$ cat src/rtl/dmem_arbiter.sv
// Round-robin arbiter and three-state sequencer sharing a single-port data memory
// between the EX-stage load/store port (requester 0) and a loader/debug port (requester 1).
module dmem_arbiter #(
    parameter int AW = 8,
    parameter int DW = 8
) (
    input  logic          clk,
    input  logic          reset,
    input  logic          req0_valid,
    input  logic          req0_we,
    input  logic [AW-1:0] req0_addr,
    input  logic [DW-1:0] req0_wdata,
    output logic          req0_ready,
    input  logic          req1_valid,
    input  logic          req1_we,
    input  logic [AW-1:0] req1_addr,
    input  logic [DW-1:0] req1_wdata,
    output logic          req1_ready,
    output logic          rsp0_valid,
    output logic [DW-1:0] rsp0_rdata,
    output logic          rsp1_valid,
    output logic [DW-1:0] rsp1_rdata,
    output logic          mem_en,
    output logic          mem_we,
    output logic [AW-1:0] mem_addr,
    output logic [DW-1:0] mem_wdata,
    input  logic [DW-1:0] mem_rdata,
    output logic          cpu_stall,
    output logic          busy
);

    localparam logic [1:0] S_IDLE = 2'd0;
    localparam logic [1:0] S_CMD  = 2'd1;
    localparam logic [1:0] S_WAIT = 2'd2;

    logic [1:0]    state_q, state_d;
    logic          last_grant_q, last_grant_d;
    logic          id_q, id_d;
    logic          mem_en_q, mem_en_d;
    logic          mem_we_q, mem_we_d;
    logic [AW-1:0] mem_addr_q, mem_addr_d;
    logic [DW-1:0] mem_wdata_q, mem_wdata_d;
    logic          rsp0_valid_q, rsp0_valid_d;
    logic [DW-1:0] rsp0_rdata_q, rsp0_rdata_d;
    logic          rsp1_valid_q, rsp1_valid_d;
    logic [DW-1:0] rsp1_rdata_q, rsp1_rdata_d;

    logic win0_s, win1_s, ready0_s, ready1_s, hs_s;

    // Arbitration: a lone requester wins; on a tie the one not granted last wins.
    always_comb begin
        win0_s   = req0_valid & (~req1_valid | last_grant_q);
        win1_s   = req1_valid & (~req0_valid | ~last_grant_q);
        ready0_s = (state_q == S_IDLE) & reset & win0_s;
        ready1_s = (state_q == S_IDLE) & reset & win1_s;
        hs_s     = ready0_s | ready1_s;
    end

    // Sequencer next-state: capture on handshake, strobe memory, collect read data.
    always_comb begin
        state_d      = state_q;
        last_grant_d = last_grant_q;
        id_d         = id_q;
        mem_en_d     = mem_en_q;
        mem_we_d     = mem_we_q;
        mem_addr_d   = mem_addr_q;
        mem_wdata_d  = mem_wdata_q;
        rsp0_valid_d = 1'b0;
        rsp0_rdata_d = rsp0_rdata_q;
        rsp1_valid_d = 1'b0;
        rsp1_rdata_d = rsp1_rdata_q;
        case (state_q)
            S_IDLE: begin
                if (hs_s) begin
                    state_d      = S_CMD;
                    last_grant_d = ready1_s;
                    id_d         = ready1_s;
                    mem_en_d     = 1'b1;
                    mem_we_d     = ready1_s ? req1_we    : req0_we;
                    mem_addr_d   = ready1_s ? req1_addr  : req0_addr;
                    mem_wdata_d  = ready1_s ? req1_wdata : req0_wdata;
                end else begin
                    state_d = S_IDLE;
                end
            end
            S_CMD: begin
                mem_en_d = 1'b0;
                state_d  = S_WAIT;
            end
            S_WAIT: begin
                state_d = S_IDLE;
                if (id_q) begin
                    rsp1_valid_d = 1'b1;
                    rsp1_rdata_d = mem_we_q ? {DW{1'b0}} : mem_rdata;
                end else begin
                    rsp0_valid_d = 1'b1;
                    rsp0_rdata_d = mem_we_q ? {DW{1'b0}} : mem_rdata;
                end
            end
            default: begin
                state_d  = S_IDLE;
                mem_en_d = 1'b0;
            end
        endcase
    end

    // State registers; reset drops any in-flight access without a response.
    always_ff @(posedge clk or negedge reset) begin
        if (!reset) begin
            state_q      <= S_IDLE;
            last_grant_q <= 1'b1;
            id_q         <= 1'b0;
            mem_en_q     <= 1'b0;
            mem_we_q     <= 1'b0;
            mem_addr_q   <= {AW{1'b0}};
            mem_wdata_q  <= {DW{1'b0}};
            rsp0_valid_q <= 1'b0;
            rsp0_rdata_q <= {DW{1'b0}};
            rsp1_valid_q <= 1'b0;
            rsp1_rdata_q <= {DW{1'b0}};
        end else begin
            state_q      <= state_d;
            last_grant_q <= last_grant_d;
            id_q         <= id_d;
            mem_en_q     <= mem_en_d;
            mem_we_q     <= mem_we_d;
            mem_addr_q   <= mem_addr_d;
            mem_wdata_q  <= mem_wdata_d;
            rsp0_valid_q <= rsp0_valid_d;
            rsp0_rdata_q <= rsp0_rdata_d;
            rsp1_valid_q <= rsp1_valid_d;
            rsp1_rdata_q <= rsp1_rdata_d;
        end
    end

    assign req0_ready = ready0_s;
    assign req1_ready = ready1_s;
    assign cpu_stall  = req0_valid & ~ready0_s;
    assign busy       = (state_q != S_IDLE);
    assign mem_en     = mem_en_q;
    assign mem_we     = mem_we_q;
    assign mem_addr   = mem_addr_q;
    assign mem_wdata  = mem_wdata_q;
    assign rsp0_valid = rsp0_valid_q;
    assign rsp0_rdata = rsp0_rdata_q;
    assign rsp1_valid = rsp1_valid_q;
    assign rsp1_rdata = rsp1_rdata_q;

endmodule

$ cat config.mk
export PLATFORM = sky130hd
export DESIGN_NAME = dmem_arbiter
export DESIGN_NICKNAME = d
export VERILOG_FILES = /design/src/rtl/dmem_arbiter.sv
export SDC_FILE = /design/constraint.sdc
export NUM_CORES = 1
export LEC_CHECK = 0
export CORE_UTILIZATION = 34
export CTS_CLUSTER_DIAMETER = 80
export DETAILED_ROUTE_END_ITERATION = 8
export GPL_TIMING_DRIVEN = 0
export PLACE_DENSITY_LB_ADDON = 0.1
export SETUP_SLACK_MARGIN = 0.4
export SLEW_MARGIN = 20
export SYNTH_ARGS = -nofsm -noshare
export SYNTH_HDL_FRONTEND = slang
export SYNTH_SLANG_ARGS = --single-unit
$ cat constraint.sdc
create_clock -name clk -period 3.3 [get_ports clk]
set_input_delay 0.33 -clock clk [delete_from_list [all_inputs] [get_ports clk]]
set_output_delay 0.33 -clock clk [all_outputs]
set_load 0.03 [all_outputs]
==> reports/results.ini <==
[synthesis]
yosys-top-cells-area=dfrtp_1 54%, o21ai_0 6.1%, a31oi_1 5.9%
synth_warnings=0
synthMuxAreaShare_pct=0
ys_seq_elements=40
synth_top_cell_by_area=dfrtp_1
synth-edff-count=0
syn_area_um2=1800
synth_cells=183
synth_compound_area_share_pct=22.2
synthAdderAreaFrac_pct=0
synth_top_area_share_pct=54.2
synth_common_cells=39 x dfrtp_1, 22 x o21ai_0, 18 x nand3_1
synthesis.nets=229
synth_top_family_by_area=compound AO/OA/AOI/OAI gates
synth-simple-area-share_pct=15.7
yosysUniqueCellTypes=25
yosysMostFrequentCell=dfrtp_1
async_flop_share_pct=100
avgSynthCellArea_um2=9.85
synthFlopType=dfrtp_1
synth_xor_area_share_pct=0
ys_seq_area_share_pct=55.6

[route]
wl_met1_mm=2.30
first_pass_iters=4
dr_wl_met3_um=266
wl_mm=4.82
initialDrtViolationCount=108
wl_met2_mm=2.20
ant_nets=0
via_per_inst=4.92
wl_per_cell_um=13.8
post-route-drc-count=0
vias=1718
top_layer=met4

[cells_and_area]
syn_to_final_growth_pct=60.8
drive_gt1_share_pct=9.68
utilization_pct=56.7
fin_nets=324
fill_cells=480
finalInstanceArea_um2=2900
num_antenna_cells=0
final_cells=349

[cts]
cts_buffers=5
clk_latency_ns=0.29
cts_tree=yes
cts_sinks=40
clock-root-buffer=clkbuf_8
ctsResizeCount=0
cts_buffer_depth=2
cts_htree_levels=2
clk_pin_slew_ns=0.07

[global_routing]
grt_pass1_vias=1626
antenna_found_initial=0
gr-total-overflow=0
grt_pass1_wl_mm=7.69
track_usage_pct=18.1
grt_max_degree=25

[place]
hpwl_mm=3.44
postPlaceCellArea_um2=2760
numPortBuffers=85
place.gp.congestion=0.706
dpl_worst_slack_ns=0.588
dp_cells=339

[setup_path]
crit_arrival_ns=2.21
worstPathMaxFanout=9
cp-end-kind=output pin
criticalPathCategory=reg -> out
r2r-start=last_grant_q
start_kind=register
required_ns=2.97
critPathLaunch=state_q[0]
reg2reg_slack_ns=1.72

[sta]
hold_viol=0
setup_viol=0
drv_slew=0
fin_crit_ns=2.54
finalCritPeriodShare_pct=77.1
max_freq_mhz=393
rsz0062_at_grt=false
worstMarginPinSlew_ns=0.659
fin_skew_ns=0.00622
relSlewSlack_pct=56.0
setup_slack_ns=0.755

[job]
max_cap_violations=0

[floorplanning]
dieArea_um2=5590
io_pins=86
core-area_um2=5110
die_h_um=74.8
start_util_pct=35.3
num_rows=26
fp.dieW_um=74.8

[run_status]
status=finished, final reports clean

[pwr]
power_density_nw_per_um2=746
p_total_mw=2.16
irDropWorstVdd_mv=0.267
p_leak_nw=1.19

[min_path]
hold_path.class=in -> async

## registers in the layout, summed over array words and instances, names as in the netlist, 2 cells and up
name,flops
mem_addr,8
mem_wdata,8
rsp0_rdata,8
rsp1_rdata,8
state_q,2
## worst max-delay path: stages (launching register included)
cell	delay (ns)
dfrtp_1	0.45
or3b_1	0.38
buf_2	0.18
nor2_1	0.21
clkdlybuf4s50_1	0.71
## metal layers
layer	vias up	track usage, %
li1	838	-
met1	818	24.4
met2	57	28.9
met3	5	4.15
met4	0	6.29
met5	-	0
## logic make-up (layout without fill, tap and decap cells)
| logic type | after synthesis | count (layout) |
|---|---|---|
| and+or+nand+nor | 53 | 53 |
| DFF | 40 | 40 |
| buffers and inverters | 18 | 114 |
| AOI/OAI and AO/OA | 72 | 72 |
## layout make-up
class	count	area [um^2]	area share, %
Clock inverter	1	30.0	1.04
Sequential cell	40	1000	34.6
Clock buffer	7	96.3	3.33
Multi-Input combinational cell	125	683	23.6
Timing Repair Buffer	88	881	30.4
Buffer	14	101	3.50
Inverter	4	15.0	0.518
Tap cell	70	87.6	3.02
## stage by stage
| stage | setup TNS, ns | hold slack, ns |
|---|---|---|
| after global routing | 0 | 0.111 |
| final | 0 | 0.107 |
| after global placement | -4.44 | 0.463 |
| after detailed placement | 0 | 0.266 |
| after floorplan | 0 | 0.0344 |
| after CTS | 0 | 0.102 |
## report_power, final
part	switching [mW]	internal, mW	total [mW]
Clock	0.170	0.267	0.437
Combinational	0.547	0.423	0.970
Sequential	0.0985	0.655	0.754
## placed cells by master, fill, tap and decap left out
cell type	synthesis	routed
a21bo_2	1	1
a21boi_2	1	1
a21o_1	3	3
a21oi_1	17	17
a31oi_1	17	17
and2_1	2	2
buf_12	0	1
buf_2	5	7
buf_6	4	4
buf_8	1	1
bufinv_16	0	1
clkbuf_1	3	3
clkbuf_2	1	1
clkbuf_8	0	7
clkdlybuf4s50_1	0	84
dfrtp_1	39	39
dfstp_2	1	1
dlygate4sd3_1	0	1
inv_1	4	4
nand2_1	16	16
nand2b_1	9	9
nand3_1	18	18
nand3b_1	1	1
nor2_1	2	2
nor3b_4	1	1
o21ai_0	22	22
o21ai_1	11	11
or2_0	1	1
or2_2	1	1
or3b_1	2	2
## what timing repair did
| item | 4_1_cts | 5_1_grt |
|---|---|---|
| hold buffers | 2 | 0 |
| buffers inserted | 0 | 0 |
| hold endpoints to repair | 15 | 0 |
## worst paths after layout
check                                      to  cells past startpoint
worst max-delay path               req1_ready                      4
worst min-delay path             last_grant_q                      2
worst max register to register   mem_wdata[6]                      4
worst min register to register  rsp1_rdata[2]                      2
max in group asynchronous        mem_wdata[5]                      2
min in group clk                rsp1_rdata[2]                      2
Note: power is estimated with default switching activity, not from simulation.
